<file path="src/rtl/md5_pkg.sv">
// Shared MD5 constants, state encoding and per-step helper functions
// used by the md5_stream engine and its md5_step datapath.
package md5_pkg;

    typedef enum logic [1:0] {
        IDLE,
        RUN,
        DONE
    } md5_state_e;

    localparam logic [31:0] IV_A = 32'h67452301;
    localparam logic [31:0] IV_B = 32'hefcdab89;
    localparam logic [31:0] IV_C = 32'h98badcfe;
    localparam logic [31:0] IV_D = 32'h10325476;

    localparam logic [31:0] K_TAB [64] = '{
        32'hd76aa478, 32'he8c7b756, 32'h242070db, 32'hc1bdceee,
        32'hf57c0faf, 32'h4787c62a, 32'ha8304613, 32'hfd469501,
        32'h698098d8, 32'h8b44f7af, 32'hffff5bb1, 32'h895cd7be,
        32'h6b901122, 32'hfd987193, 32'ha679438e, 32'h49b40821,
        32'hf61e2562, 32'hc040b340, 32'h265e5a51, 32'he9b6c7aa,
        32'hd62f105d, 32'h02441453, 32'hd8a1e681, 32'he7d3fbc8,
        32'h21e1cde6, 32'hc33707d6, 32'hf4d50d87, 32'h455a14ed,
        32'ha9e3e905, 32'hfcefa3f8, 32'h676f02d9, 32'h8d2a4c8a,
        32'hfffa3942, 32'h8771f681, 32'h6d9d6122, 32'hfde5380c,
        32'ha4beea44, 32'h4bdecfa9, 32'hf6bb4b60, 32'hbebfbc70,
        32'h289b7ec6, 32'heaa127fa, 32'hd4ef3085, 32'h04881d05,
        32'hd9d4d039, 32'he6db99e5, 32'h1fa27cf8, 32'hc4ac5665,
        32'hf4292244, 32'h432aff97, 32'hab9423a7, 32'hfc93a039,
        32'h655b59c3, 32'h8f0ccc92, 32'hffeff47d, 32'h85845dd1,
        32'h6fa87e4f, 32'hfe2ce6e0, 32'ha3014314, 32'h4e0811a1,
        32'hf7537e82, 32'hbd3af235, 32'h2ad7d2bb, 32'heb86d391
    };

    localparam logic [4:0] S_TAB [64] = '{
        5'd7, 5'd12, 5'd17, 5'd22, 5'd7, 5'd12, 5'd17, 5'd22,
        5'd7, 5'd12, 5'd17, 5'd22, 5'd7, 5'd12, 5'd17, 5'd22,
        5'd5, 5'd9,  5'd14, 5'd20, 5'd5, 5'd9,  5'd14, 5'd20,
        5'd5, 5'd9,  5'd14, 5'd20, 5'd5, 5'd9,  5'd14, 5'd20,
        5'd4, 5'd11, 5'd16, 5'd23, 5'd4, 5'd11, 5'd16, 5'd23,
        5'd4, 5'd11, 5'd16, 5'd23, 5'd4, 5'd11, 5'd16, 5'd23,
        5'd6, 5'd10, 5'd15, 5'd21, 5'd6, 5'd10, 5'd15, 5'd21,
        5'd6, 5'd10, 5'd15, 5'd21, 5'd6, 5'd10, 5'd15, 5'd21
    };

    function automatic logic [31:0] md5_f(input logic [1:0] round,
                                          input logic [31:0] b,
                                          input logic [31:0] c,
                                          input logic [31:0] d);
        logic [31:0] r;
        case (round)
            2'd0:    r = (b & c) | (~b & d);
            2'd1:    r = (b & d) | (c & ~d);
            2'd2:    r = b ^ c ^ d;
            default: r = c ^ (b | ~d);
        endcase
        return r;
    endfunction

    // Only the low nibble matters: every multiplier is reduced mod 16.
    function automatic logic [3:0] md5_g(input logic [5:0] i);
        logic [3:0] lo;
        logic [3:0] r;
        lo = i[3:0];
        case (i[5:4])
            2'd0:    r = lo;
            2'd1:    r = lo * 4'd5 + 4'd1;
            2'd2:    r = lo * 4'd3 + 4'd5;
            default: r = lo * 4'd7;
        endcase
        return r;
    endfunction

endpackage

</file>
<file path="src/rtl/md5_step.sv">
// One combinational MD5 step: selects round function, message word,
// constant and rotation for step index i and produces the next A..D.
module md5_step
    import md5_pkg::*;
(
    input  logic [5:0]        i,
    input  logic [31:0]       a,
    input  logic [31:0]       b,
    input  logic [31:0]       c,
    input  logic [31:0]       d,
    input  logic [15:0][31:0] m,
    output logic [31:0]       a_n,
    output logic [31:0]       b_n,
    output logic [31:0]       c_n,
    output logic [31:0]       d_n
);

    logic [31:0] f;
    logic [31:0] sum;
    logic [63:0] rot;

    assign f   = md5_f(i[5:4], b, c, d);
    assign sum = a + f + K_TAB[i] + m[md5_g(i)];
    // Upper half of the doubled word shifted left is the left rotation.
    assign rot = {sum, sum} << S_TAB[i];

    assign a_n = d;
    assign b_n = b + rot[63:32];
    assign c_n = b;
    assign d_n = c;

endmodule

</file>
<file path="src/rtl/md5_stream.sv">
// Multi-block MD5 engine: takes pre-padded 512-bit blocks, chains H across
// blocks, runs STEPS_PER_CLK steps per cycle and hands out the digest.
module md5_stream
    import md5_pkg::*;
#(
    parameter int STEPS_PER_CLK = 1,
    parameter int BLK_W         = 512
) (
    input  logic             clk_i,
    input  logic             rst_i,
    input  logic             blk_valid_i,
    output logic             blk_ready_o,
    input  logic [BLK_W-1:0] blk_data_i,
    input  logic             blk_last_i,
    output logic             dig_valid_o,
    input  logic             dig_ready_i,
    output logic [127:0]     dig_o,
    output logic             busy_o
);

    if (!(STEPS_PER_CLK == 1 || STEPS_PER_CLK == 2 || STEPS_PER_CLK == 4 ||
          STEPS_PER_CLK == 8 || STEPS_PER_CLK == 16)) begin : g_bad_steps
        $error("md5_stream: STEPS_PER_CLK must be 1, 2, 4, 8 or 16");
    end
    if (BLK_W != 512) begin : g_bad_blk
        $error("md5_stream: BLK_W must be 512");
    end

    localparam logic [5:0] STEP_INC = 6'(STEPS_PER_CLK);
    localparam logic [5:0] LAST_CNT = 6'(64 - STEPS_PER_CLK);

    function automatic logic [31:0] bswap32(input logic [31:0] x);
        return {x[7:0], x[15:8], x[23:16], x[31:24]};
    endfunction

    md5_state_e        state;
    logic [5:0]        cnt;
    logic [31:0]       h_a, h_b, h_c, h_d;
    logic [31:0]       wk_a, wk_b, wk_c, wk_d;
    logic [15:0][31:0] m_q;
    logic              last_q;

    logic [31:0] ch_a [STEPS_PER_CLK+1];
    logic [31:0] ch_b [STEPS_PER_CLK+1];
    logic [31:0] ch_c [STEPS_PER_CLK+1];
    logic [31:0] ch_d [STEPS_PER_CLK+1];

    assign ch_a[0] = wk_a;
    assign ch_b[0] = wk_b;
    assign ch_c[0] = wk_c;
    assign ch_d[0] = wk_d;

    for (genvar k = 0; k < STEPS_PER_CLK; k++) begin : g_step
        md5_step u_step (
            .i   (cnt + 6'(k)),
            .a   (ch_a[k]),
            .b   (ch_b[k]),
            .c   (ch_c[k]),
            .d   (ch_d[k]),
            .m   (m_q),
            .a_n (ch_a[k+1]),
            .b_n (ch_b[k+1]),
            .c_n (ch_c[k+1]),
            .d_n (ch_d[k+1])
        );
    end

    logic [31:0] sum_a, sum_b, sum_c, sum_d;
    assign sum_a = h_a + ch_a[STEPS_PER_CLK];
    assign sum_b = h_b + ch_b[STEPS_PER_CLK];
    assign sum_c = h_c + ch_c[STEPS_PER_CLK];
    assign sum_d = h_d + ch_d[STEPS_PER_CLK];

    always_ff @(posedge clk_i) begin
        if (!rst_i) begin
            state       <= IDLE;
            cnt         <= '0;
            h_a         <= IV_A;
            h_b         <= IV_B;
            h_c         <= IV_C;
            h_d         <= IV_D;
            blk_ready_o <= 1'b1;
            dig_valid_o <= 1'b0;
            busy_o      <= 1'b0;
            dig_o       <= '0;
        end else begin
            case (state)
                IDLE: begin
                    if (blk_valid_i && blk_ready_o) begin
                        m_q         <= blk_data_i;
                        last_q      <= blk_last_i;
                        wk_a        <= h_a;
                        wk_b        <= h_b;
                        wk_c        <= h_c;
                        wk_d        <= h_d;
                        cnt         <= '0;
                        state       <= RUN;
                        blk_ready_o <= 1'b0;
                        busy_o      <= 1'b1;
                    end
                end
                RUN: begin
                    wk_a <= ch_a[STEPS_PER_CLK];
                    wk_b <= ch_b[STEPS_PER_CLK];
                    wk_c <= ch_c[STEPS_PER_CLK];
                    wk_d <= ch_d[STEPS_PER_CLK];
                    cnt  <= cnt + STEP_INC;
                    if (cnt == LAST_CNT) begin
                        h_a    <= sum_a;
                        h_b    <= sum_b;
                        h_c    <= sum_c;
                        h_d    <= sum_d;
                        busy_o <= 1'b0;
                        if (last_q) begin
                            state       <= DONE;
                            dig_valid_o <= 1'b1;
                            dig_o       <= {bswap32(sum_a), bswap32(sum_b),
                                            bswap32(sum_c), bswap32(sum_d)};
                        end else begin
                            state       <= IDLE;
                            blk_ready_o <= 1'b1;
                        end
                    end
                end
                DONE: begin
                    // A block offered alongside dig_ready_i waits for IDLE.
                    if (dig_ready_i) begin
                        h_a         <= IV_A;
                        h_b         <= IV_B;
                        h_c         <= IV_C;
                        h_d         <= IV_D;
                        dig_valid_o <= 1'b0;
                        dig_o       <= '0;
                        blk_ready_o <= 1'b1;
                        state       <= IDLE;
                    end
                end
                default: state <= IDLE;
            endcase
        end
    end

endmodule

</file>
<file path="config.mk">
export PLATFORM = sky130hd
export DESIGN_NAME = md5_stream
export DESIGN_NICKNAME = d
export VERILOG_FILES = /design/src/rtl/md5_pkg.sv /design/src/rtl/md5_step.sv /design/src/rtl/md5_stream.sv
export SDC_FILE = /design/constraint.sdc
export NUM_CORES = 2
export LEC_CHECK = 0
export ABC_CLOCK_PERIOD_IN_PS = 69600
export CAP_MARGIN = 40
export CORE_ASPECT_RATIO = 1.5
export CORE_UTILIZATION = 61
export CTS_CLUSTER_DIAMETER = 150
export DETAILED_ROUTE_END_ITERATION = 16
export PLACE_DENSITY = 0.84
export SETUP_SLACK_MARGIN = 0.15
export SLEW_MARGIN = 5
export SYNTH_ARGS = -nofsm -noshare
export SYNTH_HDL_FRONTEND = slang
export SYNTH_SLANG_ARGS = --single-unit
</file>
<file path="constraint.sdc">
create_clock -name clk_i -period 69.6 [get_ports clk_i]
set_input_delay 6.96 -clock clk_i [delete_from_list [all_inputs] [get_ports clk_i]]
set_output_delay 6.96 -clock clk_i [all_outputs]
set_load 0.01 [all_outputs]
</file>
==> key figures <==
Run status
  • Status: finished clean

Yosys
  • Yosys cell types: 88
  • Largest family of logic cells by synthesized area: compound AO/OA/AOI/OAI gates
  • Post-Syn Area: 51,910 sq um
  • Top cells by count, synth: edfxtp_1, nand2_1, nor2_1, a21oi_1, dfxtp_1
  • Most frequent cell after synthesis: edfxtp_1
  • Async set-reset flop share out of synthesis: 0
  • Syn Nets: 5,652
  • Syn_area_per_cell: 10.73 sq um
  • Post-synthesis compound-gate area fraction: 0.1525
  • Sequential share of the synthesized area: 0.4738
  • Area share of fa/ha/maj cells after synthesis: 0.08842
  • Synthesis-stage register bit count: 908
  • Post-Syn Instances: 4,836
  • Post-Synth Simple-Gate Area: 0.1114
  • Synth warnings: 0
  • Synth top area share: 0.3708
  • Xor and xnor area share after synthesis: 0.03442
  • Post-synth EDFFs: 641
  • Leading area contributor after synthesis: edfxtp_1
  • Mux share of post-synthesis cell area: 0.1035
  • Most used DFF post-synth: edfxtp_1
  • Synth area leaders: edfxtp_1, dfxtp_1, mux4_2, ha_1, nand2_1

Floorplanning
  • Die Area: 86,290 sq um
  • Starting Density: 0.6184
  • Die width: 240.2 um
  • Top Ports: 648
  • Die height: 359.3 um
  • Std cell rows: 130
  • Core ar.: 83,930 sq um

Critical path
  • Worst Setup Path Type: reg -> reg
  • Worst reg2reg startpoint: cnt[2]$_SDFFE_PN0P_
  • Crit path buffers/inverters: 8
  • Worst R2R Path Depth: 58
  • CP most frequent cell: a21oi_1
  • Critical path's largest stage delay: 0.63 ns
  • Delay-heaviest family, CP: compound AO/OA/AOI/OAI gates
  • CP max-delay cell: a2111oi_0
  • Worst EP required: 70.18 ns
  • Critical Path Fanout Max: 47
  • Crit path arrival time: 15.67 ns
  • Number of cells on the critical path: 58
  • Crit. End Element: flip-flop
  • Crit path from: cnt[2]$_SDFFE_PN0P_
  • CP startpoint kind: flip-flop

Hold path
  • Hold Startpoint: dig_o[15]$_SDFFE_PN0P_
  • Hold Crit Depth: 2
  • Min-delay worst type: reg -> reg

STA
  • Final clock skew: 0.06532 ns
  • Slew Limit Headroom: 0.3230
  • RSZ-0062 raised after global routing: no
  • Fin Setup TNS: 0 ns
  • Fmax: 0.06625 GHz
  • Least-Margin Pin Slew: 1.013 ns
  • Final period utilization: 0.2169
  • Minimum clock period: 15.09 ns
  • Final setup violation count: 0
  • Final slew viol count: 0
  • Hold Violations, Final: 0

Routing
  • Routed vias/inst: 6.859
  • Iteration-0 DRC count of the detailed router: 5,644
  • Detailed Routing Iterations Pass 1: 8
  • Via count: 45,590
  • DRC Markers: 0
  • Overall routed net length: 220.8 mm
  • Antenna Nets Post-Route: 0
  • Average wire per standard cell: 33.21 um

Clocking
  • Post_cts resized: 0
  • TritonCTS clock tree: built
  • Postcts setup bufs: 0
  • Clock latency on the worst-skew pair: 0.73 ns
  • CTS sink count: 908
  • Clock Pin Slew Worst Setup and Hold Paths: 0.07 ns
  • TritonCTS Buffers: 85
  • H-tree depth: 3
  • Clock buffer depth: 3
  • Root Buffer: clkbuf_16
  • Hold_buf cts: 0

Job
  • Max cap viols: 0

Place
  • Area after DPL: 59,720 sq um
  • RePlAce Congestion: 1.087
  • Buffers on Ports: 647
  • Post-placement cell count: 6,415
  • Dpl hpwl: 156.0 mm

Cells and area
  • Area Overhead vs Synth: 21.07%
  • Final non-filler cell total: 6,647
  • Final instance area: 62,840 sq um
  • Nets: 6,206
  • Layout cells sized above 1: 0.1024

GRT
  • Largest net degree at the start of global routing: 186
  • Gr usage total: 0.4975
  • Antenna violations before repair: 69
  • First-pass GRT wire length: 303.0 mm
  • Vias in the first global route: 44,170
  • Global route total overflow: 0
[layout make-up]
cell class | count | area [sq um]
diodes | 65 | 162.7
fillers | 5548 | 21090
inverters | 218 | 823.3
clock buffers | 102 | 2285
repair buffers | 743 | 7363
well taps | 1122 | 1404
multi-input cells | 3434 | 25620
clock inverters | 55 | 571.8
flip-flops and latches | 908 | 24610
[flip-flops by register name, summed over array words and instances (netlist names), 2 cells and up]
register,count
m_q,512
h_d,32
wk_c,32
dig_o,128
h_c,32
h_b,32
wk_a,32
h_a,32
wk_d,32
state,2
wk_b,32
cnt,6
[worst register-to-register path: cells and delay by family (launching register included)]
| family | cells | cell delay, ns |
|---|---|---|
| buffers and inverters | 8 | 2.06 |
| and+or+nand+nor | 7 | 1.11 |
| adders and majority gates | 8 | 3.17 |
| DFF | 1 | 0.34 |
| AOI/OAI and AO/OA | 29 | 6.95 |
| xor gates and xnor gates | 4 | 0.98 |
| muxes | 2 | 0.34 |
[logic make-up (layout without fill, tap and decap cells)]
kind of cell | after synthesis | after routing
buffers and inverters | 494 | 1118
and+or+nand+nor | 1312 | 1312
AOI/OAI and AO/OA | 1236 | 1236
adders and majority gates | 329 | 329
xor gates and xnor gates | 204 | 204
other | 0 | 65
DFF | 908 | 908
muxes | 353 | 353
[final timing paths]
kind                                 end  slack [ns]
setup / recovery    h_b[31]$_SDFFE_PN1P_       54.51
hold reg to reg   dig_o[15]$_SDFFE_PN0P_        0.46
setup reg to reg    h_b[31]$_SDFFE_PN1P_       54.51
hold / removal    dig_o[15]$_SDFFE_PN0P_        0.46
[placed cells by master (no fill, tap or decap), types with 53 or more instances in the layout]
| cell type | instances |
|---|---|
| o21ai_0 | 196 |
| mux2i_1 | 79 |
| edfxtp_1 | 641 |
| clkbuf_16 | 88 |
| xnor2_1 | 121 |
| a31oi_1 | 105 |
| nor3_1 | 82 |
| clkdlybuf4s50_1 | 646 |
| nor2_1 | 398 |
| nand2_1 | 487 |
| a22oi_1 | 74 |
| diode_2 | 65 |
| mux4_2 | 133 |
| a211oi_1 | 66 |
| a21o_1 | 77 |
| nand3_1 | 107 |
| fa_1 | 73 |
| dfxtp_1 | 263 |
| a21oi_1 | 363 |
| inv_1 | 214 |
| mux2_2 | 140 |
| xor2_1 | 79 |
| o22ai_1 | 53 |
| ha_1 | 224 |
| buf_4 | 70 |
[metal layers]
layer | routed length (um) | part of all wire | vias up | track usage
li1 | - | - | 19140 | -
met1 | 63220 | 0.29 | 21560 | 0.4828
met2 | 102500 | 0.46 | 3599 | 0.7898
met3 | 24390 | 0.11 | 1279 | 0.1551
met4 | 30620 | 0.14 | 14 | 0.5543
met5 | 87 | 0.00039 | - | 0.0005718
[stage by stage]
step	util	setup slack [ns]	hold slack [ns]
global placement	0.7077	54.72	0.4438
finish	0.7487	54.51	0.4589
CTS	0.7456	54.96	0.4633
global route	0.7483	53.62	0.4737
detailed placement	0.7116	55.12	0.4512
floorplan	-	39.08	0.4511
Power is left out: the tool's default activity adds up to more than one toggle a clock period on the data nets, which glitch-free logic cannot reach.
